<file path="src/rtl/mod_cnt_ctrl.sv">
// Run controller for a programmable modulo-N counter: start/pause/stop sequencing,
// per-wrap pulse and completion after a programmable number of wraps.
module mod_cnt_ctrl #(
  parameter int W     = 3,
  parameter int CYC_W = 4
) (
  input  logic             clk,
  input  logic             rst,
  input  logic             start,
  input  logic [W-1:0]     modulus,
  input  logic [CYC_W-1:0] n_wraps,
  input  logic             pause,
  input  logic             stop,
  output logic [W-1:0]     q,
  output logic             wrap,
  output logic             busy,
  output logic             done,
  output logic             err
);

  typedef enum logic [1:0] {
    S_IDLE   = 2'd0,
    S_RUN    = 2'd1,
    S_PAUSED = 2'd2,
    S_DONE   = 2'd3
  } state_t;

  state_t           state;
  logic [W-1:0]     mod_r;
  logic [CYC_W-1:0] nw_r;
  logic [CYC_W-1:0] wrap_cnt;

  logic at_last;
  logic budget_hit;
  logic mod_ok;

  // Wrap counter holds at all-ones in free-run so it never rolls back over.
  function automatic logic [CYC_W-1:0] sat_inc(input logic [CYC_W-1:0] v);
    if (v == {CYC_W{1'b1}}) return v;
    return v + CYC_W'(1);
  endfunction

  assign mod_ok     = (modulus >= W'(2));
  assign at_last    = (q == mod_r - W'(1));
  // nw_r is nonzero here, so nw_r-1 cannot underflow.
  assign budget_hit = (nw_r != '0) && (wrap_cnt == nw_r - CYC_W'(1));

  always_ff @(posedge clk or negedge rst) begin
    if (!rst) begin
      state    <= S_IDLE;
      q        <= '0;
      wrap     <= 1'b0;
      busy     <= 1'b0;
      done     <= 1'b0;
      err      <= 1'b0;
      mod_r    <= '0;
      nw_r     <= '0;
      wrap_cnt <= '0;
    end else begin
      wrap <= 1'b0;
      done <= 1'b0;
      err  <= 1'b0;
      case (state)
        S_IDLE: begin
          if (start) begin
            if (mod_ok) begin
              mod_r    <= modulus;
              nw_r     <= n_wraps;
              wrap_cnt <= '0;
              q        <= '0;
              busy     <= 1'b1;
              state    <= S_RUN;
            end else begin
              err <= 1'b1;
            end
          end
        end
        // PAUSED counts on the same edge that samples pause low, so the
        // count is delayed by exactly the number of edges pause was high.
        S_RUN, S_PAUSED: begin
          if (stop) begin
            q     <= '0;
            busy  <= 1'b0;
            state <= S_IDLE;
          end else if (pause) begin
            state <= S_PAUSED;
          end else begin
            state <= S_RUN;
            if (at_last) begin
              q        <= '0;
              wrap     <= 1'b1;
              wrap_cnt <= sat_inc(wrap_cnt);
              if (budget_hit) begin
                done  <= 1'b1;
                busy  <= 1'b0;
                state <= S_DONE;
              end
            end else begin
              q <= q + W'(1);
            end
          end
        end
        S_DONE: state <= S_IDLE;
        default: state <= S_IDLE;
      endcase
    end
  end

endmodule

</file>
<file path="config.mk">
export PLATFORM = sky130hd
export DESIGN_NAME = mod_cnt_ctrl
export DESIGN_NICKNAME = d
export VERILOG_FILES = /design/src/rtl/mod_cnt_ctrl.sv
export SDC_FILE = /design/constraint.sdc
export NUM_CORES = 1
export LEC_CHECK = 0
export ABC_AREA = 1
export BUFFER_PORTS_ARGS = -buffer_cell sky130_fd_sc_hd__buf_2
export CORE_UTILIZATION = 35
export CTS_CLUSTER_SIZE = 20
export DETAILED_ROUTE_END_ITERATION = 16
export SYNTH_ARGS = -nofsm -noshare
export SYNTH_HDL_FRONTEND = slang
export SYNTH_SLANG_ARGS = --single-unit
</file>
<file path="constraint.sdc">
create_clock -name clk -period 2.25 [get_ports clk]
set_input_delay 0.1125 -clock clk [delete_from_list [all_inputs] [get_ports clk]]
set_output_delay 0.1125 -clock clk [all_outputs]
set_load 0.02 [all_outputs]
</file>
### Word level (Yosys, flattened, before mapping)

Cells that the tools add are included.

| word-level totals | value |
|---|---|
| memories kept | 0 |
| register bits after elaboration | 20 |
| latch bits | 0 |
| bits in writable memories | 0 |
| bits in read-only memories | 0 |
| logic and storage cells | 83 |

| cells by class | value |
|---|---|
| equality and inequality tests | 15 |
| add/subtract/negate cells | 4 |
| shifts and indexed selects | 0 |
| reductions and logical operators | 10 |
| div/mod/pow operators | 0 |
| magnitude comparators | 1 |
| multiply operators | 0 |
| mux-type cells | 44 |
| bitwise gates (word level) | 0 |

Operators with widths:

| kind | number |
|---|---|
| $mux W4 | 6 |
| $mux W1 | 23 |
| $mux W3 | 5 |
| $mux W2 | 6 |
| $ne A3 B3 Y1 const B | 4 |
| $ne A2 B2 Y1 const B | 5 |
| $pmux W4 S2 | 1 |
| $reduce_and A7 Y1 | 1 |
| $pmux W2 S3 | 1 |
| $pmux W3 S2 | 1 |
| $reduce_and A6 Y1 | 1 |
| $add A4 B1 Y4 const B | 1 |
| $eq A2 B2 Y1 const B | 2 |
| $eq A4 B4 Y1 | 1 |
| $eq A4 B4 Y1 const B | 1 |
| $reduce_and A4 Y1 | 1 |
| $reduce_bool A4 Y1 | 1 |
| $sub A4 B1 Y4 const B | 1 |
| $add A3 B1 Y3 const B | 1 |
| $eq A3 B3 Y1 | 1 |
| $ge A3 B2 Y1 const B | 1 |
| $reduce_and A3 Y1 | 1 |
| $sub A3 B1 Y3 const B | 1 |
| $eq A2 B1 Y1 const B | 1 |
| other kinds (6) | 6 |

### Depth between registers and ports, before layout

Gate-level depths: netlist of run 1.

| depth | value |
|---|---|
| depth in word-level cells | 11 |
| gate-level depth with buffers | 13 |

### Worst setup path after synthesis of run 1

Ideal clock, no wire load.

| path | value |
|---|---|
| kind | reg-to-reg |
| start | register state[0] |
| end | register wrap_cnt[2] |
| cell stages (with the launch flop) | 10 |
| arrival | 1391 ps |
| slack | 733 ps |
| path buffers | 0 |
| required time | 2124 ps |
| setup time | 126 ps |
| cells stage by stage | dfrtp_1 > inv_1 > ha_1 > nand2_1 > nor2_2 > inv_1 > o21ai_2 > nand3b_1 > nand2_1 > o21ai_0 |

| on the way | value |
|---|---|
| cells in the longest elaborated chain, start to end | 4 |
| elaborated cells between the ends (all ways) | 13 |
| classes of those cells | 8 x eq/ne; 1 x mux; 4 x reduce/logical |

Ends and longest elaborated chain:

| item | RTL line | text |
|---|---|---|
| start: declaration | 28 | `state_t state;` |
| start signal: assignment | 50 | `state <= S_IDLE;` |
| start signal: assignment | 72 | `state <= S_RUN;` |
| start signal: assignment | 84 | `state <= S_IDLE;` |
| $eq A2 B1 Y1 or $eq A2 B2 Y1 (tied branches) | 63 | `case (state)` |
| $reduce_or A2 Y1 | 63 |  |
| $ne A3 B3 Y1 (no line) (tied with other cells) | - |  |
| $reduce_and A7 Y1 (no line) | - |  |
| end signal: assignment | 92 | `wrap_cnt <= sat_inc(wrap_cnt);` |
| end: declaration | 31 | `logic [CYC_W-1:0] wrap_cnt;` |

Several ways; a longest one is shown, not always the timed one.
A chain may end at the register's enable or synchronous reset.

### Final worst setup path of run 1

| path | value |
|---|---|
| start | register mod_r[0] |
| end | register wrap_cnt[2] |

| on the way | value |
|---|---|
| cells in the longest elaborated chain, start to end | 4 |

Ends and longest elaborated chain:

| item | RTL line | text |
|---|---|---|
| start: declaration | 29 | `logic [W-1:0] mod_r;` |
| start signal: assignment | 67 | `mod_r <= modulus;` |
| $sub A3 B1 Y3 | 44 | `assign at_last = (q == mod_r - W'(1));` |
| $eq A3 B3 Y1 | 44 |  |
| $ne A2 B2 Y1 (no line) | - |  |
| $reduce_and A7 Y1 (no line) | - |  |

No other way between the ends.

==> impl_metrics.env, run 1 <==
export IMPL_final_setup_skew_ns=0.00167
export IMPL_fmaxAchievable_mhz=558
export IMPL_die_width_um=60.0
export IMPL_post_route_cell_area_um2=1410
export IMPL_rsz0062_at_grt="false"
export IMPL_grt_max_degree=21
export IMPL_synth_sequential_area_ratio_pct=42.5
export IMPL_core_area_um2=3130
export IMPL_viasPerCell=4.62
export IMPL_max_slew_worst_pin_slew_ns=0.476
export IMPL_synth_top_family_by_area="simple AND/OR/NAND/NOR gates"
export IMPL_timing_max_transition_violations_final=0
export IMPL_ctsHtreeMaxLevel=1
export IMPL_finish_net_count=210
export IMPL_global_route_wire_length_before_repair_um=4030
export IMPL_r2r_start="mod_r[0]"
export IMPL_crit_buf_inv=1
export IMPL_yosys_area_share_xor_xnor_pct=2.97
export IMPL_first_iter_violations=21
export IMPL_endpoint_kind="flip-flop"
export IMPL_tritoncts="done"
export IMPL_grt_use_total_pct=15.7
export IMPL_grt_antenna_before_repair=0
export IMPL_layout_area_seq_um2=500
export IMPL_post_cts_setup_buffers=0
export IMPL_arithmetic_cell_share_of_the_synthesized_area_counting_full_adders_half_adders_and_majority_gates_pct=8.49
export IMPL_ordered_list_of_cells_on_the_worst_path="inv_1 > ha_1 > xor2_1 > nand2_1 > nor2_1 > nand3b_1 > nand2_1 > nand2_1 > o21ai_0"
export IMPL_netlist_area_um2=1180
export IMPL_kind_of_path_behind_the_tightest_hold_check="in -> reg"
export IMPL_power_density_nw_per_um2=1220
export IMPL_final_layout_size_suffix_gt1_share_pct=14.3
export IMPL_cts_made_buffers=3
export IMPL_route_detailed_drc=0
export IMPL_clk_latency_ns=0.31
export IMPL_regToRegSetupSlack_ns=0.46
export IMPL_synthesis_area_per_instance_um2=7.19
export IMPL_max_cap_violations=0
export IMPL_clkTransAtPathRegs_ns=0.12
export IMPL_detailed_place_hpwl_um=1960
export IMPL_setup_tns_final_ns=0
export IMPL_worst_ir_drop_on_vdd_v=0.000326
export IMPL_cts_repair_resized=0
export IMPL_drt_antenna_violating_nets=0
export IMPL_crit_path_top_delay_cell="sky130_fd_sc_hd__dfrtp_1"
export IMPL_finalHoldViolations=0
export IMPL_number_of_distinct_library_cells_after_synthesis=15
export IMPL_gr_total_overflow=0
export IMPL_wl_per_cell_um=10.5
export IMPL_vias=1076
export IMPL_critical_path_required_ns=2.48
export IMPL_die_height_um=60.0
export IMPL_rr_worst_depth=9
export IMPL_synthesis_nets=184
export IMPL_finalSetupViolCount=0
export IMPL_synth_compound_gate_area_share_pct=4.99
export IMPL_cp_startpoint="mod_r[0]"
export IMPL_worstPathMaxFanout=5
export IMPL_clk_path_buf_depth=2
export IMPL_instances_no_fill=233
export IMPL_area_growth_from_synthesis_to_layout_pct=19.6
export IMPL_worstPathArrival_ns=2.03
export IMPL_wl_um=2450
export IMPL_ctsRootBufferMaster="sky130_fd_sc_hd__clkbuf_4"
export IMPL_critPathCapture="wrap_cnt[2]"
export IMPL_outcome="finished clean"
export IMPL_synthSimpleGateAreaFrac_pct=32.2
export IMPL_critical_path_class="reg -> reg"
export IMPL_p_leak_nw=0.810
export IMPL_detailed_place_area_um2=1330
export IMPL_std_cell_rows=20
export IMPL_crit_path_frequent_cell="sky130_fd_sc_hd__nand2_1"
export IMPL_number_of_global_route_vias_before_repair=950
export IMPL_dr_pass1_iters=4
export IMPL_placed_cells_incl_taps=226
export IMPL_multi_input_area_um2=573
export IMPL_clock_sink_count=20
export IMPL_gp_congestion=0.760
export IMPL_startpoint_type="flip-flop"
export IMPL_critPathMaxStageDelay_ns=0.39
export IMPL_die_area_um2=3600
export IMPL_rr_endpoint="wrap_cnt[2]"
export IMPL_yosys_mux_area_fraction_pct=0
export IMPL_yosys_register_bits=20
export IMPL_stages_on_the_worst_setup_path=9
export IMPL_synth_yosys_warnings=0
export IMPL_syn_instance_count=164
export IMPL_design_portCount=19
export IMPL_fillerInstances=329
export IMPL_finalWorstPathRequiredPeriod_ns=1.79
export IMPL_io_buffers=18
export IMPL_num_antenna_cells=0
export IMPL_initial_utilization_pct=37.7
export IMPL_final_period_utilization_pct=79.7
export IMPL_relSlewSlack_pct=68.2
export IMPL_crit_family="simple AND/OR/NAND/NOR gates"
==> cells in the mapped netlist <==
cell type / count / share of area, %
sky130_fd_sc_hd__clkbuf_1: 1 / 0.32
sky130_fd_sc_hd__nor3_1: 2 / 0.85
sky130_fd_sc_hd__nor2_1: 14 / 4.5
sky130_fd_sc_hd__ha_1: 8 / 8.5
sky130_fd_sc_hd__xnor2_1: 1 / 0.74
sky130_fd_sc_hd__dfrtp_1: 20 / 42
sky130_fd_sc_hd__nand2_2: 1 / 0.53
sky130_fd_sc_hd__nand2_1: 60 / 19
sky130_fd_sc_hd__o21ai_2: 1 / 0.74
sky130_fd_sc_hd__nand3b_1: 1 / 0.64
sky130_fd_sc_hd__nor2_2: 2 / 1.1
sky130_fd_sc_hd__o21ai_0: 10 / 4.2
sky130_fd_sc_hd__nand3_1: 13 / 5.5
sky130_fd_sc_hd__xor2_1: 3 / 2.2
sky130_fd_sc_hd__inv_1: 27 / 8.6
==> power breakdown <==
part / leakage (nW) / switching, mW / internal [mW]
Sequential: 0.260 / 0.0961 / 0.483
Clock: 0.0279 / 0.120 / 0.180
Combinational: 0.521 / 0.536 / 0.305
==> sequential cells by signal (all words and copies together), names as in the netlist <==
signal and flops:
err 1, mod_r 3, nw_r 4, done 1, wrap_cnt 4, q 3, busy 1, wrap 1
state 2
==> worst min-delay path: cells and delay by family <==
family | cells | cell delay (ns)
AND/OR/NAND/NOR | 2 | 0.11
buffers and inverters | 1 | 0.08
==> metal layers <==
metal / routed length, um / GRT usage [%] / vias up
li1: - / - / 551
met1: 1060 / 18.1 / 497
met2: 1240 / 27.1 / 23
met3: 112 / 4.11 / 5
met4: 40 / 6.98 / 0
met5: 0 / 0 / -
==> worst min-delay path by stage <==
stage / startpoint / endpoint / cells after the start
after floorplan: rst / busy / 0
after global placement: rst / mod_r[2] / 1
after detailed placement: rst / mod_r[2] / 1
after CTS: n_wraps[3] / nw_r[3] / 3
after global routing: modulus[0] / mod_r[0] / 3
final: n_wraps[3] / nw_r[3] / 3
==> layout by cell type, fill, tap and decap left out <==
master / Yosys / final
sky130_fd_sc_hd__nand2_2: 1 / 1
sky130_fd_sc_hd__nor3_1: 2 / 2
sky130_fd_sc_hd__nor2_1: 14 / 14
sky130_fd_sc_hd__nor2_2: 2 / 2
sky130_fd_sc_hd__o21ai_2: 1 / 1
sky130_fd_sc_hd__inv_1: 27 / 27
sky130_fd_sc_hd__nand3_1: 13 / 13
sky130_fd_sc_hd__ha_1: 8 / 8
sky130_fd_sc_hd__nand3b_1: 1 / 1
sky130_fd_sc_hd__clkbuf_4: 0 / 3
sky130_fd_sc_hd__dfrtp_1: 20 / 20
sky130_fd_sc_hd__xor2_1: 3 / 3
sky130_fd_sc_hd__bufinv_16: 0 / 1
sky130_fd_sc_hd__nand2_1: 60 / 60
sky130_fd_sc_hd__buf_4: 0 / 1
sky130_fd_sc_hd__dlygate4sd3_1: 0 / 3
sky130_fd_sc_hd__o21ai_0: 10 / 10
sky130_fd_sc_hd__xnor2_1: 1 / 1
sky130_fd_sc_hd__buf_2: 0 / 18
==> cell families after synthesis <==
family                   after synthesis
AO/OA/AOI/OAI                         11
XOR/XNOR                               4
adder cells (fa/ha/maj)                8
buffers and inverters                 28
flip-flops                            20
AND/OR/NAND/NOR                       93
==> what timing repair did <==
action	CTS	global route
endpoints found under the hold margin	22	0
setup endpoints to repair	0	0
hold buffers	3	0
==> area by class of cell <==
| cell class | instances | area share [%] |
|---|---|---|
| Clock inverter | 1 | 2.13 |
| Sequential cell | 20 | 35.5 |
| Inverter | 27 | 7.19 |
| Timing Repair Buffer | 22 | 9.05 |
| Tap cell | 44 | 3.90 |
| Clock buffer | 3 | 1.60 |
| Multi-Input combinational cell | 116 | 40.6 |
==> stage by stage <==
step	setup slack, ns	hold WS (ns)	total power [mW]	utilization (%)
floorplan	0.733	-0.183	1.21	-
global placement	0.468	0.0873	1.40	42.4
detailed placement	0.491	0.0931	1.43	42.4
CTS	0.472	0.00665	1.74	45.1
global route	0.304	0.0189	1.89	45.1
finish	0.457	0.00757	1.72	45.1
Power figures use the tool's default switching activity.
==> run 2: changes to the inputs <==
Clock period 2.25 ns to 1.6 ns, I/O delays scaled along.
==> run 2 against run 1 <==
Effect of this change: cell area grew 10%; routed wire length grew 2.8%; largest power group unchanged; utilization grew 4.6 points.
==> impl_metrics.env, run 2 (synthesis results as in run 1) <==
export IMPL_outcome="finished clean"
export IMPL_mostFrequentLayoutCell="sky130_fd_sc_hd__nand2_1"
export IMPL_design_portCount=19
export IMPL_gr_total_overflow=0
export IMPL_rsz0062_at_grt="true"
export IMPL_rr_worst_depth=11
export IMPL_cts_made_buffers=3
export IMPL_fmaxAchievable_mhz=630
export IMPL_ordered_list_of_cells_on_the_worst_path="inv_2 > ha_4 > xor2_1 > nand2_1 > nor2_4 > buf_4 > nand3_2 > nand2_1 > nand2_1 > nand2_1 > nand2_1"
export IMPL_area_growth_from_synthesis_to_layout_pct=32.0
export IMPL_detailed_place_area_um2=1370
export IMPL_clk_latency_ns=0.29
export IMPL_wl_per_cell_um=10.3
export IMPL_gp_congestion=0.831
export IMPL_clk_path_buf_depth=2
export IMPL_timing_max_transition_violations_final=0
export IMPL_setup_tns_final_ns=0
export IMPL_power_report_internal_total_mw=1.44
export IMPL_die_area_um2=3600
export IMPL_first_iter_violations=66
export IMPL_worst_ir_drop_on_vdd_v=0.000461
export IMPL_max_slew_worst_pin_slew_ns=0.464
export IMPL_seq_power_share_pct=31.0
export IMPL_vias=1085
export IMPL_p_leak_nw=0.860
export IMPL_grt_use_total_pct=16.0
export IMPL_switching_power_mw=1.19
export IMPL_layout_top_registers="nw_r: 4 flops, wrap_cnt: 4 flops"
export IMPL_startpoint_type="flip-flop"
export IMPL_critical_path_required_ns=1.79
export IMPL_grt_antenna_before_repair=0
export IMPL_number_of_global_route_vias_before_repair=993
export IMPL_max_cap_violations=0
export IMPL_global_route_wire_length_before_repair_um=4210
export IMPL_kind_of_path_behind_the_tightest_hold_check="in -> reg"
export IMPL_die_height_um=60.0
export IMPL_crit_path_top_delay_cell="sky130_fd_sc_hd__dfrtp_1"
export IMPL_comb_power_share_pct=60.0
export IMPL_finalWorstPathRequiredPeriod_ns=1.59
export IMPL_viasPerCell=4.41
export IMPL_tritoncts="done"
export IMPL_crit_family="simple AND/OR/NAND/NOR gates"
export IMPL_ctsRootBufferMaster="sky130_fd_sc_hd__clkbuf_4"
export IMPL_clock_group_share_of_total_power_pct=9.0
export IMPL_finish_net_count=224
export IMPL_critPathMaxStageDelay_ns=0.40
export IMPL_num_antenna_cells=0
export IMPL_final_setup_skew_ns=0.00411
export IMPL_crit_buf_inv=2
export IMPL_worstPathMaxFanout=3
export IMPL_endpoint_kind="flip-flop"
export IMPL_finalHoldViolations=0
export IMPL_relSlewSlack_pct=69.1
export IMPL_post_route_cell_area_um2=1560
export IMPL_std_cell_rows=20
export IMPL_drt_antenna_violating_nets=0
export IMPL_clock_sink_count=20
export IMPL_commonest_cells_after_routing_fill_and_taps_aside="sky130_fd_sc_hd__nand2_1, sky130_fd_sc_hd__dfrtp_1, sky130_fd_sc_hd__inv_1, sky130_fd_sc_hd__buf_2"
export IMPL_initial_utilization_pct=37.7
export IMPL_io_buffers=18
export IMPL_final_layout_size_suffix_gt1_share_pct=27.7
export IMPL_wl_um=2520
export IMPL_detailed_place_hpwl_um=1930
export IMPL_hold_depth=3
export IMPL_route_detailed_drc=0
export IMPL_critical_path_class="reg -> reg"
export IMPL_crit_path_frequent_cell="sky130_fd_sc_hd__nand2_1"
export IMPL_fillerInstances=293
export IMPL_dr_pass1_iters=5
export IMPL_grt_max_degree=21
export IMPL_stages_on_the_worst_setup_path=11
export IMPL_power_density_nw_per_um2=1690
export IMPL_worstPathArrival_ns=1.78
export IMPL_die_width_um=60.0
export IMPL_sw_frac_of_total_pct=45.3
export IMPL_ctsHtreeMaxLevel=1
export IMPL_final_period_utilization_pct=99.3
export IMPL_core_area_um2=3130
export IMPL_finalSetupViolCount=0
export IMPL_clkTransAtPathRegs_ns=0.11
## run 2: per-stage QoR
stage	hold WS, ns	setup slack [ns]	cells	power, mW	util (%)
2_1_floorplan	-0.216	0.0830	164	1.71	-
3_3_place_gp	0.0578	0.0209	232	2.08	43.9
3_5_place_dp	0.0672	-0.0525	232	2.11	43.9
4_1_cts	0.00458	0.00503	243	2.48	48.0
5_1_grt	0.00835	-0.123	246	2.93	49.7
6_report	0.0127	0.0117	246	2.64	49.7
## run 2: metal layers
| metal | track usage (%) | routed length (um) | up-vias |
|---|---|---|---|
| li1 | - | - | 577 |
| met1 | 19.6 | 1150 | 493 |
| met2 | 27.9 | 1300 | 13 |
| met3 | 2.60 | 51 | 2 |
| met4 | 5.98 | 18 | 0 |
| met5 | 0 | 0 | - |
## run 2: area by class of cell
cell class / instances / area, um^2 / share of cell area [%]
flip-flops and latches: 20 / 500 / 32.2
inverters: 27 / 101 / 6.52
clock buffers: 3 / 22.5 / 1.45
multi-input cells: 116 / 636 / 40.9
repair buffers: 36 / 240 / 15.4
well taps: 44 / 55.1 / 3.54
## run 2: power by group through the flow
stage	logic (mW)	registers [mW]	clock network (mW)
5_1_grt	1.81	0.841	0.271
2_1_floorplan	0.869	0.838	0
6_report	1.58	0.817	0.238
3_3_place_gp	1.27	0.817	0
4_1_cts	1.42	0.810	0.250
3_5_place_dp	1.29	0.823	0
## run 2: repair_timing
| action | CTS | global route |
|---|---|---|
| gates resized for setup | 9 | 16 |
| buffers inserted | 2 | 3 |
| hold buffers | 6 | 0 |
| pin swaps | 10 | 7 |
| setup endpoints to repair | 6 | 10 |
| endpoints found under the hold margin | 25 | 0 |
## run 2: worst reg2reg max path: stages (launching register included)
cell and delay [ns]:
sky130_fd_sc_hd__dfrtp_1 0.40, sky130_fd_sc_hd__inv_2 0.08, sky130_fd_sc_hd__ha_4 0.19, sky130_fd_sc_hd__xor2_1 0.15
sky130_fd_sc_hd__nand2_1 0.11, sky130_fd_sc_hd__nor2_4 0.12, sky130_fd_sc_hd__buf_4 0.12, sky130_fd_sc_hd__nand3_2 0.09
sky130_fd_sc_hd__nand2_1 0.07, sky130_fd_sc_hd__nand2_1 0.05, sky130_fd_sc_hd__nand2_1 0.06, sky130_fd_sc_hd__nand2_1 0.04
## run 2: path summary, 6_finish.rpt
kind	from	endpoint	slack, ns
max	mod_r[0]	busy	0.01
min in group asynchronous	rst	mod_r[2]	0.25
max reg2reg	mod_r[0]	busy	0.01
max in group asynchronous	rst	busy	1.03
min	modulus[2]	mod_r[2]	0.01
min reg2reg	busy	busy	0.51
